[config.mk]
export PLATFORM = sky130hd
export DESIGN_NAME = store_commit_drain
export DESIGN_NICKNAME = d
export VERILOG_FILES = /design/src/rtl/store_commit_drain.sv
export SDC_FILE = /design/constraint.sdc
export NUM_CORES = 1
export LEC_CHECK = 0
export ABC_AREA = 1
export ABC_CLOCK_PERIOD_IN_PS = 9900
export BUFFER_PORTS_ARGS = -buffer_cell sky130_fd_sc_hd__buf_2
export CAP_MARGIN = 5
export CORE_ASPECT_RATIO = 1.5
export CORE_UTILIZATION = 46
export DETAILED_ROUTE_END_ITERATION = 10
export GPL_ROUTABILITY_DRIVEN = 0
export PLACE_DENSITY_LB_ADDON = 0.25
export RECOVER_POWER = 100
export SETUP_SLACK_MARGIN = 0.15
export SLEW_MARGIN = 40
export SYNTH_ARGS = -nofsm -noshare
export SYNTH_HDL_FRONTEND = slang
export SYNTH_SLANG_ARGS = --single-unit
[constraint.sdc]
create_clock -name clk -period 9.9 [get_ports clk]
set_input_delay 0.99 -clock clk [delete_from_list [all_inputs] [get_ports clk]]
set_output_delay 0.99 -clock clk [all_outputs]
set_load 0.03 [all_outputs]
[src/rtl/store_commit_drain.sv]
// Committed-store drain queue: cacheable stores issue up to PIPE per cycle to the
// commit buffer; an uncached head waits for the buffer to empty and is written directly.
module store_commit_drain #(
  parameter int DEPTH = 8,
  parameter int PIPE  = 2,
  parameter int PADDR = 32,
  parameter int DBYTE = 4,
  localparam int DBITS = 8 * DBYTE,
  localparam int OFF   = $clog2(DBYTE),
  localparam int SADDR = PADDR - OFF,
  localparam int CW    = $clog2(DEPTH) + 1
) (
  input  logic                   clk,
  input  logic                   rst,
  input  logic [PIPE-1:0]        enq_valid,
  input  logic [PIPE*PADDR-1:0]  enq_paddr,
  input  logic [PIPE*DBITS-1:0]  enq_data,
  input  logic [PIPE*DBYTE-1:0]  enq_mask,
  input  logic [PIPE-1:0]        enq_uncache,
  output logic                   enq_ready,
  output logic [PIPE-1:0]        sc_en,
  output logic [PIPE-1:0]        sc_uncache,
  output logic [PIPE*SADDR-1:0]  sc_addr,
  output logic [PIPE*DBYTE-1:0]  sc_mask,
  output logic [PIPE*DBITS-1:0]  sc_data,
  input  logic                   sc_conflict,
  input  logic                   sc_empty,
  output logic                   uc_req_valid,
  input  logic                   uc_req_ready,
  output logic [PADDR-1:0]       uc_req_addr,
  output logic [DBITS-1:0]       uc_req_data,
  output logic [DBYTE-1:0]       uc_req_mask,
  input  logic                   uc_resp_valid,
  output logic [CW-1:0]          count,
  output logic                   empty
);

  localparam int AW = CW - 1;

  typedef enum logic [1:0] {IDLE, DRAIN, REQ, RESP} state_t;

  state_t                   state_reg, state_next;
  logic [AW:0]              head_reg, head_next;
  logic [AW:0]              tail_reg, tail_next;
  logic                     acc_prev_reg;

  logic [PADDR-1:0]         mem_paddr [DEPTH];
  logic [DBITS-1:0]         mem_data  [DEPTH];
  logic [DBYTE-1:0]         mem_mask  [DEPTH];
  logic [DEPTH-1:0]         mem_uncache;

  logic [PIPE-1:0][AW-1:0]  rd_idx;
  logic [PIPE-1:0][AW-1:0]  wr_idx;
  logic [PIPE-1:0]          rd_cacheable;
  logic [PIPE-1:0]          enq_fire;
  logic [AW:0]              n_enq;
  logic [AW:0]              n_deq;
  logic [AW:0]              n_issue;
  logic                     accept;
  logic                     enq_run;
  logic                     iss_run;
  logic [CW:0]              free_slots;

  // Wrap bit in the pointer MSB makes the difference equal to occupancy, full included.
  assign count      = tail_reg - head_reg;
  assign empty      = (head_reg == tail_reg);
  assign free_slots = (CW+1)'(DEPTH) - {1'b0, count};
  assign enq_ready  = (free_slots >= (CW+1)'(PIPE));
  assign sc_uncache = '0;

  generate
    for (genvar gi = 0; gi < PIPE; gi++) begin : g_slot
      assign rd_idx[gi]       = head_reg[AW-1:0] + AW'(gi);
      assign wr_idx[gi]       = tail_reg[AW-1:0] + AW'(gi);
      assign rd_cacheable[gi] = (count > CW'(gi)) && !mem_uncache[rd_idx[gi]];
      assign sc_addr[gi*SADDR +: SADDR] = mem_paddr[rd_idx[gi]][PADDR-1:OFF];
      assign sc_mask[gi*DBYTE +: DBYTE] = mem_mask[rd_idx[gi]];
      assign sc_data[gi*DBITS +: DBITS] = mem_data[rd_idx[gi]];
    end
  endgenerate

  assign uc_req_addr = mem_paddr[rd_idx[0]];
  assign uc_req_data = mem_data[rd_idx[0]];
  assign uc_req_mask = mem_mask[rd_idx[0]];

  // A slot enqueues only when every lower slot does, keeping stores contiguous.
  always_comb begin
    enq_fire = '0;
    n_enq    = '0;
    enq_run  = enq_ready;
    for (int i = 0; i < PIPE; i++) begin
      enq_run     = enq_run && enq_valid[i];
      enq_fire[i] = enq_run;
      n_enq       = n_enq + (AW+1)'(enq_run);
    end
  end

  // Issue stops at the first uncached or empty slot so order is preserved.
  always_comb begin
    sc_en   = '0;
    n_issue = '0;
    iss_run = (state_reg == IDLE);
    for (int i = 0; i < PIPE; i++) begin
      iss_run  = iss_run && rd_cacheable[i];
      sc_en[i] = iss_run;
      n_issue  = n_issue + (AW+1)'(iss_run);
    end
  end

  assign accept = (|sc_en) && !sc_conflict;

  always_comb begin
    n_deq = '0;
    if (accept)
      n_deq = n_issue;
    else if (state_reg == RESP && uc_resp_valid)
      n_deq = (AW+1)'(1);
  end

  assign head_next = head_reg + n_deq;
  assign tail_next = tail_reg + n_enq;

  always_comb begin
    state_next   = state_reg;
    uc_req_valid = 1'b0;
    unique case (state_reg)
      IDLE:  if (count != '0 && mem_uncache[rd_idx[0]]) state_next = DRAIN;
      // Wait one extra cycle after the last accepted beat so it lands in the buffer.
      DRAIN: if (sc_empty && !acc_prev_reg) state_next = REQ;
      REQ: begin
        uc_req_valid = 1'b1;
        if (uc_req_ready) state_next = RESP;
      end
      RESP:  if (uc_resp_valid) state_next = IDLE;
      default: state_next = IDLE;
    endcase
  end

  always_ff @(posedge clk) begin
    if (rst) begin
      state_reg    <= IDLE;
      head_reg     <= '0;
      tail_reg     <= '0;
      acc_prev_reg <= 1'b0;
    end else begin
      state_reg    <= state_next;
      head_reg     <= head_next;
      tail_reg     <= tail_next;
      acc_prev_reg <= accept;
    end
  end

  always_ff @(posedge clk) begin
    for (int i = 0; i < PIPE; i++) begin
      if (enq_fire[i]) begin
        mem_paddr[wr_idx[i]]   <= enq_paddr[i*PADDR +: PADDR];
        mem_data[wr_idx[i]]    <= enq_data[i*DBITS +: DBITS];
        mem_mask[wr_idx[i]]    <= enq_mask[i*DBYTE +: DBYTE];
        mem_uncache[wr_idx[i]] <= enq_uncache[i];
      end
    end
  end

  slot1_without_slot0: assert property (@(posedge clk) disable iff (rst)
    !(enq_valid[1] && !enq_valid[0]));

endmodule

---- After elaboration in Yosys (flattened, before gate mapping) ----
Memories as Yosys holds them, arrays and structs flattened. A register that Yosys moved wholly into a read port is not among the register bits.
Index checks and enable logic that the tools add are counted.
storage, ports and cells
  register bits ........................... 19
  bits in writable memories ............... 544
  input bits .............................. 146
  memories ................................ 3
operators by class
  $add $sub $neg .......................... 8
  magnitude comparators ................... 9
  equality and inequality tests ........... 8
  muxes and demuxes ....................... 27
  reduce and logical (&&, ||, !) cells .... 20
memories
  memory     words  bits a word  read ports  clocked after Yosys merged registers in  wr ports  line  source
  mem_data   8      32           2           1                                        2         48    logic [DBITS-1:0] mem_data [DEPTH];
  mem_paddr  8      32           2           1                                        2         47    logic [PADDR-1:0] mem_paddr [DEPTH];
  mem_mask   8      4            2           1                                        2         49    logic [DBYTE-1:0] mem_mask [DEPTH];
operators with widths
  operator                                                                         count
  8-bit bitwise mux                                                                2
  3-bit by 4-bit less-than comparator with 1-bit output, second input constant     4
  8-bit two-way mux                                                                2
  1-bit logical AND                                                                12
  1-bit two-way mux                                                                10
  2-bit two-way mux                                                                5
  3-bit two-way mux                                                                3
  4-bit by 1-bit greater-than comparator with 1-bit output, second input constant  2
  2-bit one-hot mux with 4 select lines                                            1
  3-bit by 1-bit adder with 3-bit output, second input constant                    2
  1-bit binary-select mux with 3-bit select                                        2
  1-bit demux with 3-bit select                                                    2
  3-bit by 1-bit >= comparator with 1-bit output, second input constant            2
  2-bit inequality test, second input constant                                     3
  5-bit by 2-bit >= comparator with 1-bit output, second input constant            1
  4-bit by 4-bit subtractor with 5-bit output, first input constant                1
  1-bit by 1-bit adder with 2-bit output                                           2
  4-bit by 2-bit adder with 4-bit output                                           1
  4-bit adder                                                                      1
  2-bit equality test, second input constant                                       2
  4-bit equality test                                                              1
  1-bit zero test                                                                  4
  4-bit AND reduction                                                              1
  4-bit nonzero test                                                               1
  other kinds (5)                                                                  5

---- Depth between registers and ports, before layout ----
  word-level depth ........................ 11
  depth in mapped cells ................... 21
  gate-level depth less buffers ........... 20

---- Worst setup path before layout ----
Ideal clock, no wire load.
  path kind ............................... reg-to-reg
  start ................................... reg tail_reg[0]
  end ..................................... mem mem_data[7][0] (netlist name) (enable)
  setup time .............................. 0.588 ns
  data arrival time ....................... 7.371 ns
  required time ........................... 9.312 ns
  path slack .............................. 1.941 ns
  cell stages (with the launch flop) ...... 13
  path buffers ............................ 2
  period minus slack after synthesis ...... 7.959 ns
  cells stage by stage .................... dfxtp_1 -> buf_2 -> clkinv_1 -> ha_1 -> fa_1 -> inv_1 -> ha_1 -> or2_2 -> nor2_1 -> nand3_2 -> nand2_1 -> buf_2 -> o21ai_0
RTL lines
  what                    line  source
  from (decl)             44    logic [AW:0] tail_reg, tail_next;
  from (signal assigned)  148   tail_reg <= tail_next;
  to (decl)               48

==> flow_summary_export.csv <==
group,metric,value,unit
sta,finalSetupViolations,0,
clock_network,cts.repair.resized,0,
grt,grt_usage,27.9,%
sta,finalCriticalPeriod,7.70,ns
clock_network,cts_root_buf,"clkbuf_16",
logic_synthesis,synthFlopType,"edfxtp_1",
logic_synthesis,synth_commonest_cells,"o21ai_0, nand2_1, edfxtp_1",
logic_synthesis,yosysUniqueCellTypes,27,
critical_path,crit_chain,"clkbuf_1 -> fa_1 -> ha_1 -> inv_1 -> nand2_1 -> nand2_1 -> nor2_1 -> nand3_2 -> nand2_1 -> clkbuf_1 -> o21ai_4 -> clkbuf_1",
die,die_area,74100,um2
die,boundaryPins,357,
grt,antenna_found_initial,11,
logic_synthesis,syn_inst,4210,
sta,fmaxAchievable,130,MHz
layout,layout.cells.non_filler,5181,
critical_path,start_kind,"flop",
outcome,status,"complete, but fails checks",
detailed_routing,drc,0,
sta,hold_viol_final,0,
detailed_routing,routed_via_density,5.78,
clock_network,htree_levels,2,
critical_path,worstPathMaxFanout,47,
logic_synthesis,syn_avg_cell_area,7.98,um2
clock_network,path_clk_slew,0.07,ns
flow_run,drv_cap,9,
placed_design,numPortBuffers,354,
die,die_w,223,um
power,powerDensity,285,nW/um2
hold_path,hold_class,"flop to flop",
critical_path,critPathSlowestCell,"clkbuf_1",
sta,fin_skew,0.0266,ns
placed_design,pre_cts_ws,4.65,ns
logic_synthesis,synth_area_leaders,"edfxtp_1, o21ai_0, nand2_1, a21oi_1, nor2_1",
detailed_routing,dr.first_iter.drc_count,2710,
critical_path,slowest_delay,2.11,ns
clock_network,cts_sinks,563,
grt,gr-total-overflow,0,
detailed_routing,num_vias,29900,
detailed_routing,wl_per_cell,20.4,um
clock_network,hold_buffers,0,
critical_path,worstSetupPathType,"flop to flop",
sta,fin_hold_ws,0.491,ns
sta,period_share,77.7,%
clock_network,cts_tree,"built",
detailed_routing,postRouteAntennaNets,0,
clock_network,clock_latency,0.64,ns
layout,seq_area,16700,um2
layout,multi_input_area,13500,um2
layout,layout.nets,4373,
clock_network,clockBufferDepth,3,
sta,grt_setup_unrepaired,"no",
detailed_routing,wl,106,mm
die,die_h,333,um
sta,finalWorstSetupSlack,2.20,ns
outcome,violations,"capacitance limit, slew limit",
clock_network,cts_buffers,56,
logic_synthesis,yosysWarnings,0,
detailed_routing,firstDrtPassIters,7,
placed_design,hpwl,62.5,mm
logic_synthesis,synth_edf_count,544,
logic_synthesis,ys_async_sr_fraction,0,%
logic_synthesis,syn_area,33600,um2
power,fin_total_pwr,10.4,mW
logic_synthesis,seq_area_frac_synth,49.8,%
logic_synthesis,synth_seq_cells,563,
grt,grt_pass1_wl,160,mm
die,start_util,46.4,%
die,num_rows,121,
critical_path,cp-end-kind,"flop",
placed_design,dp.cells,5070,
sta,relSlewSlack,-128,%
layout,syn2layout_area_growth,8.43,%
sta,tns,0,ns
power,p_leak,12.5,nW
logic_synthesis,yosysTopAreaCell,"edfxtp_1",
die,core_area,72400,um2
layout,fill_cells,7032,
clock_network,post_cts_buffers,0,
grt,grt_start_max_net_pins,250,
layout,drive_gt1_share,6.98,%
grt,grt_pass1_vias,28300,
critical_path,worst_ep_arrival_time,7.88,ns
logic_synthesis,yosysTopAreaCellShare,48.6,%
sta,tightest_slew,3.42,ns
critical_path,critPathRequiredTime,10.09,ns
power,vdd_drop_max,0.000218,V
logic_synthesis,yosysMostFrequentCell,"o21ai_0",
sta,finalMaxSlewViolations,388,
==> power by group <==
group | internal (mW) | switching [mW] | total [mW]
logic | 1.07 | 3.72 | 4.79
clock network | 1.16 | 0.961 | 2.12
registers | 3.28 | 0.203 | 3.49
total | 5.51 | 4.88 | 10.4
==> final timing paths <==
check | from | endpoint | slack (ns) | depth (start not counted)
max | head_reg[1] | mem_paddr[4][15] | 2.20 | 12
min | head_reg[3] | head_reg[3] | 0.49 | 1
max reg2reg | head_reg[1] | mem_paddr[4][15] | 2.20 | 12
min reg2reg | head_reg[3] | head_reg[3] | 0.49 | 1
==> worst max-delay path, delay by kind of cell, from the launching register on <==
kind / cells / cell delay (ns)
AOI/OAI and AO/OA: 1 / 0.31
DFF: 1 / 0.67
adders and majority gates: 2 / 1.07
buffers and inverters: 4 / 4.57
and+or+nand+nor: 5 / 0.55
==> per-layer routing <==
metal  track usage (%)  routed length [um]  up-vias
met5                 0                  57        -
met2              50.0               53500     1218
met1              33.0               40800    14000
met4              12.4                4040       10
li1                  -                   -    14400
met3              4.04                7360      244
==> logic make-up after synthesis <==
| logic type | Yosys count | share of synthesized area [%] |
|---|---|---|
| and+or+nand+nor | 1183 | 13.5 |
| xor gates and xnor gates | 3 | 0.0782 |
| adders and majority gates | 19 | 0.775 |
| buffers and inverters | 792 | 10.3 |
| DFF | 563 | 49.8 |
| other | 1 | 0.0112 |
| AOI/OAI and AO/OA | 1649 | 25.6 |
==> layout by cell type, fill, tap and decap left out, types with 2 or more instances in the layout <==
cell type and count:
xnor2_1 2, bufinv_16 3, o21ai_4 4, clkbuf_16 57, buf_2 152, clkinv_2 13, o21ai_0 1099, inv_6 3
diode_2 6, buf_16 3, nand4_1 8, buf_6 13, o211ai_1 70, dfxtp_1 17, clkinv_1 15, nand2_1 807
clkbuf_1 225, nor2_4 3, buf_12 3, edfxtp_1 544, a21oi_1 338, a31oi_1 135, buf_8 2, nand3_1 30
conb_1 2, inv_1 311, fa_1 3, clkinvlp_4 3, or2_2 2, o22ai_1 3, ha_1 15, nor2_1 330
buf_4 24, clkbuf_8 4, dfxtp_4 2
==> stage by stage <==
step / cell area, um2 / util, %
3_5_place_dp: 35100 / 48.5
5_1_grt: 36400 / 50.3
3_3_place_gp: 34800 / 48.1
6_report: 36400 / 50.3
2_1_floorplan: 33600 / -
4_1_cts: 36800 / 50.9
==> final cells by class <==
type	instances	share of cell area, %
sequential	563	45.9
multi-input combinational	2856	37.1
timing repair buffer	414	5.70
clock buffer	69	4.15
inverter	317	3.29
tap	922	3.17
clock inverter	34	0.684
antenna	6	0.0412
Note: power is estimated with default switching activity, not from simulation.
